## config.mk

```make
export PLATFORM = sky130hd
export DESIGN_NAME = exc_ctrl_flat
export DESIGN_NICKNAME = d
export VERILOG_FILES = /design/src/rtl/exc_ctrl_if.sv /design/src/rtl/exc_ctrl.sv /design/src/flat_wrapper.sv
export SDC_FILE = /design/constraint.sdc
export NUM_CORES = 1
export LEC_CHECK = 0
export CAP_MARGIN = 20
export CORE_MARGIN = 2
export CORE_UTILIZATION = 35
export DETAILED_ROUTE_END_ITERATION = 7
export DONT_BUFFER_PORTS = 1
export GPL_ROUTABILITY_DRIVEN = 1
export MAX_ROUTING_LAYER = met4
export SYNTH_ARGS = -nofsm -noshare
export SYNTH_HDL_FRONTEND = slang
export SYNTH_SLANG_ARGS = --single-unit
```

## constraint.sdc

```tcl
create_clock -name clk -period 3.85 [get_ports clk]
set_input_delay 0.5775 -clock clk [delete_from_list [all_inputs] [get_ports clk]]
set_output_delay 0.5775 -clock clk [all_outputs]
set_load 0.01 [all_outputs]
```

## src/rtl/exc_ctrl_if.sv

```systemverilog
// rtl/exc_ctrl_if.sv - commit and redirect handshake bundle for exc_ctrl
interface exc_ctrl_if;
  logic        commit_valid;
  logic        commit_ready;
  logic [31:0] commit_pc;
  logic        commit_bd;
  logic [6:0]  commit_exc;
  logic        commit_eret;
  logic [31:0] commit_badva;
  logic        flush;
  logic        redirect_valid;
  logic [31:0] redirect_pc;
  logic        redirect_ack;

  // pipeline / fetch side
  modport master (
    output commit_valid, commit_pc, commit_bd, commit_exc, commit_eret, commit_badva, redirect_ack,
    input  commit_ready, flush, redirect_valid, redirect_pc
  );

  // exception controller side
  modport slave (
    input  commit_valid, commit_pc, commit_bd, commit_exc, commit_eret, commit_badva, redirect_ack,
    output commit_ready, flush, redirect_valid, redirect_pc
  );
endinterface

```

## src/rtl/exc_ctrl.sv

```systemverilog
// rtl/exc_ctrl.sv - precise exception / eret controller between commit point and cp0
module exc_ctrl #(
  parameter logic [31:0] RESET_VEC = 32'hBFC0_0000
) (
  input  logic             clk,
  input  logic             rst,
  input  logic             stall,
  exc_ctrl_if.slave        bus,
  input  logic             allow_int,
  input  logic             int_exl,
  input  logic             boot_exp_vec,
  input  logic             special_int_vec,
  input  logic [7:0]       interrupt_mask,
  input  logic [5:0]       hardware_int,
  input  logic [1:0]       software_int,
  input  logic [19:0]      ebase,
  input  logic [31:0]      epc,
  output logic             en_exp,
  output logic             clean_exl,
  output logic             exp_bd,
  output logic             exp_badv_we,
  output logic [4:0]       exp_code,
  output logic [31:0]      exp_epc,
  output logic [31:0]      exp_bad_vaddr
);

  typedef enum logic [1:0] {IDLE, TRAP, REDIR} state_t;

  state_t      state, state_n;
  logic        accept;
  logic        int_req;
  logic        trig;
  logic [4:0]  code_d;
  logic        badv_we_d;
  logic [31:0] badv_d;
  logic        eret_d;
  logic        int_q;
  logic        eret_q;
  logic [31:0] target;
  logic [31:0] redirect_q;

  // EXL gating is already folded into allow_int by cp0
  logic unused;
  assign unused = int_exl;

  assign accept = bus.commit_valid & bus.commit_ready & stall;

  // priority resolution of the committing instruction's trap sources
  always_comb begin
    int_req   = allow_int & |({hardware_int, software_int} & interrupt_mask);
    trig      = 1'b1;
    code_d    = 5'd0;
    badv_we_d = 1'b0;
    badv_d    = 32'd0;
    eret_d    = 1'b0;
    if (int_req) begin
      code_d = 5'd0;
    end else if (bus.commit_exc[0]) begin
      code_d    = 5'd4;
      badv_we_d = 1'b1;
      badv_d    = bus.commit_pc;
    end else if (bus.commit_exc[1]) begin
      code_d = 5'd10;
    end else if (bus.commit_exc[2]) begin
      code_d = 5'd8;
    end else if (bus.commit_exc[3]) begin
      code_d = 5'd9;
    end else if (bus.commit_exc[4]) begin
      code_d = 5'd12;
    end else if (bus.commit_exc[5]) begin
      code_d    = 5'd4;
      badv_we_d = 1'b1;
      badv_d    = bus.commit_badva;
    end else if (bus.commit_exc[6]) begin
      code_d    = 5'd5;
      badv_we_d = 1'b1;
      badv_d    = bus.commit_badva;
    end else if (bus.commit_eret) begin
      eret_d = 1'b1;
    end else begin
      trig = 1'b0;
    end
  end

  // state register; a low stall freezes the FSM, reset always wins
  always_ff @(posedge clk) begin
    if (!rst)
      state <= IDLE;
    else if (stall)
      state <= state_n;
  end

  // next-state and handshake/strobe outputs
  always_comb begin
    state_n            = state;
    bus.commit_ready   = 1'b0;
    bus.flush          = 1'b0;
    bus.redirect_valid = 1'b0;
    en_exp             = 1'b0;
    clean_exl          = 1'b0;
    case (state)
      IDLE: begin
        bus.commit_ready = 1'b1;
        if (accept && trig)
          state_n = TRAP;
      end
      TRAP: begin
        bus.flush = 1'b1;
        en_exp    = ~eret_q;
        clean_exl = eret_q;
        state_n   = REDIR;
      end
      REDIR: begin
        bus.redirect_valid = 1'b1;
        if (bus.redirect_ack)
          state_n = IDLE;
      end
      default: state_n = IDLE;
    endcase
  end

  // redirect target; epc and the vector inputs are read while in TRAP
  always_comb begin
    if (eret_q)
      target = epc;
    else if (boot_exp_vec)
      target = RESET_VEC + ((int_q && special_int_vec) ? 32'h400 : 32'h380);
    else
      target = {ebase, ((int_q && special_int_vec) ? 12'h200 : 12'h180)};
  end

  // cause latch on the accepted commit, redirect PC registered out of TRAP
  always_ff @(posedge clk) begin
    if (!rst) begin
      exp_code      <= 5'd0;
      exp_epc       <= 32'd0;
      exp_bd        <= 1'b0;
      exp_badv_we   <= 1'b0;
      exp_bad_vaddr <= 32'd0;
      int_q         <= 1'b0;
      eret_q        <= 1'b0;
      redirect_q    <= 32'd0;
    end else if (stall) begin
      if (accept && trig) begin
        exp_code    <= code_d;
        exp_epc     <= bus.commit_bd ? bus.commit_pc - 32'd4 : bus.commit_pc;
        exp_bd      <= bus.commit_bd;
        exp_badv_we <= badv_we_d;
        if (badv_we_d)
          exp_bad_vaddr <= badv_d;
        int_q  <= int_req;
        eret_q <= eret_d;
      end
      if (state == TRAP)
        redirect_q <= target;
    end
  end

  assign bus.redirect_pc = redirect_q;

endmodule

```

## src/flat_wrapper.sv

```systemverilog
// flat-port wrapper written by rule: the top's interface ports become plain ports
module exc_ctrl_flat 
#(
  parameter logic [31:0] RESET_VEC = 32'hBFC0_0000
)
  (clk, rst, stall, allow_int, int_exl, boot_exp_vec, special_int_vec, interrupt_mask, hardware_int, software_int, ebase, epc, en_exp, clean_exl, exp_bd, exp_badv_we, exp_code, exp_epc, exp_bad_vaddr, bus_commit_valid, bus_commit_pc, bus_commit_bd, bus_commit_exc, bus_commit_eret, bus_commit_badva, bus_redirect_ack, bus_commit_ready, bus_flush, bus_redirect_valid, bus_redirect_pc);
  exc_ctrl_if bus_i ();
  input  logic clk;
  input  logic rst;
  input  logic stall;
  input  logic allow_int;
  input  logic int_exl;
  input  logic boot_exp_vec;
  input  logic special_int_vec;
  input  logic [7:0] interrupt_mask;
  input  logic [5:0] hardware_int;
  input  logic [1:0] software_int;
  input  logic [19:0] ebase;
  input  logic [31:0] epc;
  output logic en_exp;
  output logic clean_exl;
  output logic exp_bd;
  output logic exp_badv_we;
  output logic [4:0] exp_code;
  output logic [31:0] exp_epc;
  output logic [31:0] exp_bad_vaddr;
  input wire logic [$bits(bus_i.commit_valid)-1:0] bus_commit_valid;
  input wire logic [$bits(bus_i.commit_pc)-1:0] bus_commit_pc;
  input wire logic [$bits(bus_i.commit_bd)-1:0] bus_commit_bd;
  input wire logic [$bits(bus_i.commit_exc)-1:0] bus_commit_exc;
  input wire logic [$bits(bus_i.commit_eret)-1:0] bus_commit_eret;
  input wire logic [$bits(bus_i.commit_badva)-1:0] bus_commit_badva;
  input wire logic [$bits(bus_i.redirect_ack)-1:0] bus_redirect_ack;
  output wire logic [$bits(bus_i.commit_ready)-1:0] bus_commit_ready;
  output wire logic [$bits(bus_i.flush)-1:0] bus_flush;
  output wire logic [$bits(bus_i.redirect_valid)-1:0] bus_redirect_valid;
  output wire logic [$bits(bus_i.redirect_pc)-1:0] bus_redirect_pc;
  assign bus_i.commit_valid = bus_commit_valid;
  assign bus_i.commit_pc = bus_commit_pc;
  assign bus_i.commit_bd = bus_commit_bd;
  assign bus_i.commit_exc = bus_commit_exc;
  assign bus_i.commit_eret = bus_commit_eret;
  assign bus_i.commit_badva = bus_commit_badva;
  assign bus_i.redirect_ack = bus_redirect_ack;
  assign bus_commit_ready = bus_i.commit_ready;
  assign bus_flush = bus_i.flush;
  assign bus_redirect_valid = bus_i.redirect_valid;
  assign bus_redirect_pc = bus_i.redirect_pc;
  exc_ctrl #(.RESET_VEC(RESET_VEC)) u_core (.clk(clk), .rst(rst), .stall(stall), .bus(bus_i), .allow_int(allow_int), .int_exl(int_exl), .boot_exp_vec(boot_exp_vec), .special_int_vec(special_int_vec), .interrupt_mask(interrupt_mask), .hardware_int(hardware_int), .software_int(software_int), .ebase(ebase), .epc(epc), .en_exp(en_exp), .clean_exl(clean_exl), .exp_bd(exp_bd), .exp_badv_we(exp_badv_we), .exp_code(exp_code), .exp_epc(exp_epc), .exp_bad_vaddr(exp_bad_vaddr));
endmodule
```

* Word level (Yosys, flattened, before mapping)
Cells that the tools add are included.
Word-level totals: register bits after elaboration 107, bits of input ports 150, logic and storage cells 82
Cells by class: add/sub/neg operators 2, eq/ne operators 4, multiplexer cells 54, bitwise logic cells 5, reduce and logical (&&, ||, !) cells 8
Operators by type and width (count):
- $mux W32 | 11
- $mux W5 | 7
- $add A32 B32 Y32 const A | 1
- $sub A32 B3 Y32 const B | 1
- $mux W1 | 30
- $mux W11 | 1
- $mux W10 | 1
- $and A8 B8 Y8 | 1
- $reduce_or A8 Y1 | 1
- $pmux W2 S3 | 1
- $reduce_and A3 Y1 | 2
- $mux W2 | 2
- $reduce_and A2 Y1 | 2
- $and A1 B1 Y1 | 3
- $mux W3 | 1
- $eq A2 B1 Y1 const B | 1
- $eq A2 B2 Y1 const B | 1
- $logic_and A1 B1 Y1 | 2
- $logic_not A2 Y1 | 1
- $ne A2 B1 Y1 const B | 1
- $ne A2 B2 Y1 const B | 1
- $not A1 Y1 | 1

* Longest topological paths before layout
depth after elaboration 12, depth in mapped cells 8, mapped depth without buffers 7

* Worst setup path after synthesis
OpenSTA, ideal clock, no wires.
path kind in2reg, start input software_int[0], end register u_core.exp_bad_vaddr[12], arrival 1.968 ns, path slack 1.735 ns, cell stages on the path 6, path buffers 2, path through a22o_1 > o41ai_4 > and3_1 > buf_4 > buf_2 > a211oi_2
On the way: word-level cells in the longest chain between the ends 6
RTL lines:
- from (decl) | RTL line flat_wrapper.sv:17 | input logic [1:0] software_int;
- $and A8 B8 Y8 * | RTL line exc_ctrl.sv:50 | int_req = allow_int & |({hardware_int, software_int} & interrupt_mask);
- $reduce_or A8 Y1 * | RTL line exc_ctrl.sv:50
- $and A1 B1 Y1 * | RTL line exc_ctrl.sv:50
- $mux W1 | RTL line exc_ctrl.sv:56 | if (int_req) begin
- $logic_and A1 B1 Y1 | RTL line exc_ctrl.sv:144 | if (accept && trig) begin
- $reduce_and A3 Y1 (no line)
- to (signal assigned) | RTL line exc_ctrl.sv:150 | exp_bad_vaddr <= badv_d;
- to (decl) | RTL line exc_ctrl.sv:24 | output logic [31:0] exp_bad_vaddr
Every way passes the cells marked *; elsewhere a longest branch is shown, timed or not. A chain may end at the register's enable or synchronous reset.

* Worst setup path in the final report
start register u_core.state[0], end register u_core.exp_code[0]
On the way: word-level cells in the longest chain between the ends 6
RTL lines:
- from (decl) | RTL line exc_ctrl.sv:29 | state_t state, state_n;
- from (signal assigned) | RTL line exc_ctrl.sv:90 | state <= state_n;
- $logic_not A2 Y1 | RTL line exc_ctrl.sv:101 | case (state)
- $mux W1 | RTL line exc_ctrl.sv:101
- via bus_commit_ready | RTL line flat_wrapper.sv:34 | output wire logic [$bits(bus_i.commit_ready)-1:0] bus_commit_ready;
- $and A1 B1 Y1 (2 in a row) | RTL line exc_ctrl.sv:46 | assign accept = bus.commit_valid & bus.commit_ready & stall;
- $logic_and A1 B1 Y1 | RTL line exc_ctrl.sv:144
- $reduce_and A2 Y1 (no line)
- to (signal assigned) | RTL line exc_ctrl.sv:145 | exp_code <= code_d;
- to (decl) | RTL line exc_ctrl.sv:22 | output logic [4:0] exp_code,
The timed path passes the listed nets, and every way through them passes these cells.

==> reports/qor.txt <==
Worst Hold End = u_core.exp_badv_we
Setup violations, final = 0
Pwr/cell area = 434 mW/mm²
Sequential fraction of the synthesis area = 42.6%
Clock buffer depth = 2
DRC = 0
Count leader, synth = dfxtp_1
Switching pwr = 0.594 mW
Reg power frac = 52.0%
Post-CTS Hold Buffers = 0
Top cells by area, synth = dfxtp_1 (43%), mux2i_1 (7.6%), nor2_1 (5.6%), a211oi_2 (5.0%), a21oi_1 (4.2%)
Initial antenna violation count = 0
Worst setup SP type = flop
LEAKAGE = 1.77 nW
Cell repeated most along the worst path = nand3_1
Critical path's largest stage delay = 0.58 ns
# nets final = 680
Prevailing post-synth register cell = dfxtp_1
Final TNS setup = 0 ns
Status = finished clean
DRT Wirelength = 13500 µm
Clock latency on the worst-skew pair = 0.35 ns
Switching Share = 25.5%
Post-CTS Setup Bufs = 0
WL/cell = 19.0 µm
Die Height = 123 µm
H-tree depth = 3
Worst r2r dst = u_core.exp_code[0]
Largest net degree at the start of global routing = 68
P_int = 1.74 mW
CP Data Required Time = 4.11 ns
Synth warn = 0
Cell area after synthesis = 0.00498 mm²
Final Hold Viols = 0
Number of instances in the placed design = 696
Remaining global-route overflow = 0
Critical path's top delay family = simple AND/OR/NAND/NOR gates
Reg2reg start = u_core.state[0]
Via/cell ratio = 5.65
CP Class = flop to flop
Fin util = 38.7%
Root buf cell = clkbuf_16
Non-filler instance count after layout = 711
Syn nets = 708
Routed via count = 4019
Io pins = 258
Max Slew Vio Count = 0
Worst Tran Pin Value = 1.01 ns
Final instance area = 0.00537 mm²
Synth top cells by count = dfxtp_1 (106), nor2_1 (75), a21oi_1 (42)
Combinational power share = 9.2%
Remaining antenna violation count after routing = 0
Period minus WS final = 2.41 ns
Yosys top cell area share = 42.6%
Hold Crit Depth = 1
Arrival @ worst endpoint = 2.67 ns
First-iteration detailed-routing DRC count = 114
CP Buf/Inv Count = 1
N_diodes = 0
Clock transition at the registers of the reported paths = 0.07 ns
Critical-path top delay cell = buf_4
Syn Inst Count = 556
Layout cells sized above 1 = 9.42%
Relative slew slack = 32.2%
Core area = 0.0139 mm²
Setup slack, reg-to-reg = 1.44 ns
Unique masters post-synth = 50
Clock skew = 0.00616 ns
First-pass detailed-route iteration total = 4
Power, Total = 2.33 mW
Clk sinks = 106
Placed Area = 0.00506 mm²
VDD IR-drop max = 240 µV
Rows = 43
P&R area growth vs syn = 7.71%
CTS tree = yes
Post-synthesis register bit count = 106
F_max = 415 MHz
Resize count post-CTS = 0
Post-synth ARST share = 0%
Syn_area_per_cell = 8.96 µm²
R2R depth = 6
First-pass GRT wire length = 19900 µm
HP Class = input pin to flop
Die Wd = 123 µm
Total of max-cap violations = 0
Post-synth EDFFs = 0
Critical Path Start = u_core.state[0]
I/O Buffers = 0
CP Cell Sequence = nor2_1 > nand3_1 > a41oi_4 > buf_4 > nand3_1 > o31ai_1
Clock power frac = 38.7%
Initial Utilization = 35.9%
CP max FO = 67
Hpwl dp = 9970 µm
Vias in the first global route = 3940
Gr usage total = 17.5%
Full die area = 0.0152 mm²
Cell taking the most area after synthesis = dfxtp_1
Worst hold start = rst
Final Cycle Share = 62.5%
RSZ-0062 raised after global routing = no
CTS Buf Count = 9
RePlAce Congestion = 0.793
Critical path endpoint category = flop
==> cell families after synthesis <==
group           share of synthesized area, %
compound gates                          21.6
xor+xnor                                4.75
fa+ha+maj                              0.502
buf+inv                                 4.49
flops                                   42.6
mux                                     7.63
other cells                           0.0752
simple gates                            18.4
==> routing by layer <==
layer / part of all wire (%) / track usage [%] / up-vias
met5: 0 / - / -
met4: 2.2 / 7.67 / 0
met3: 11 / 6.50 / 20
met2: 49 / 29.8 / 200
met1: 38 / 18.1 / 1848
li1: - / - / 1951
==> power by group through the flow <==
stage          clock network [mW]  registers [mW]  logic [mW]
6_report                    0.903            1.21       0.215
5_1_grt                     0.976            1.22       0.242
4_1_cts                     0.941            1.21       0.216
3_5_place_dp                    0            1.24       0.215
3_3_place_gp                    0            1.24       0.206
2_1_floorplan                   0            1.22       0.195
==> registers in the layout, summed over array words and instances (netlist names) <==
register                flops
u_core.bus.redirect_pc     32
u_core.exp_bad_vaddr       32
u_core.exp_epc             32
u_core.exp_code             4
u_core.state                2
u_core.eret_q               1
u_core.exp_badv_we          1
u_core.exp_bd               1
u_core.int_q                1
==> metrics by stage <==
step,hold WS (ns),worst slack [ns]
CTS,0.326,1.36
global route,0.339,1.25
detailed placement,0.485,1.13
finish,0.349,1.44
floorplan,0.458,1.74
global placement,0.468,1.23
==> how the worst max path moves through the flow <==
stage	cells past startpoint	slack (ns)	end
6_report	6	1.44	u_core.exp_code[0]
5_1_grt	6	1.25	u_core.exp_code[0]
4_1_cts	4	1.36	u_core.bus.redirect_pc[7]
3_5_place_dp	6	1.13	u_core.exp_bad_vaddr[14]
3_3_place_gp	6	1.23	u_core.exp_bad_vaddr[11]
2_1_floorplan	6	1.74	u_core.exp_bad_vaddr[12]
==> cell usage in the layout (no fill, tap or decap), drive strengths merged, types with 2 or more instances in the layout <==
| master | n |
|---|---|
| buf | 5 |
| or3 | 5 |
| and3 | 2 |
| inv | 8 |
| o211ai | 2 |
| nor4 | 10 |
| xnor2 | 22 |
| nor4b | 2 |
| nand3 | 11 |
| o21ai | 20 |
| o221ai | 9 |
| nor3 | 25 |
| ha | 2 |
| o22ai | 2 |
| dfxtp | 106 |
| mux2i | 38 |
| clkbuf | 9 |
| clkinv | 3 |
| xor2 | 5 |
| nand3b | 3 |
| nor2 | 75 |
| nand4b | 2 |
| a22o | 4 |
| nand2b | 2 |
| and2 | 5 |
| a211oi | 45 |
| nand2 | 35 |
| or2 | 2 |
| a221oi | 10 |
| o31ai | 2 |
| a21oi | 42 |
| nor2b | 4 |
| a311oi | 2 |
==> layout make-up <==
cell class / count / area [µm²]
timing repair buffer: 5 / 57.6
tap: 180 / 225
fill: 1386 / 8510
clock inverter: 5 / 56.3
inverter: 8 / 31.3
sequential: 106 / 2120
clock buffer: 9 / 225
multi-input combinational: 398 / 2650
==> worst register-to-register path, cell delays in order (launching register included) <==
cell     delay (ns)
dfxtp_1        0.34
nor2_1         0.31
nand3_1        0.25
a41oi_4        0.30
buf_4          0.58
nand3_1        0.27
o31ai_1        0.28
Note: power is estimated with default switching activity, not from simulation.
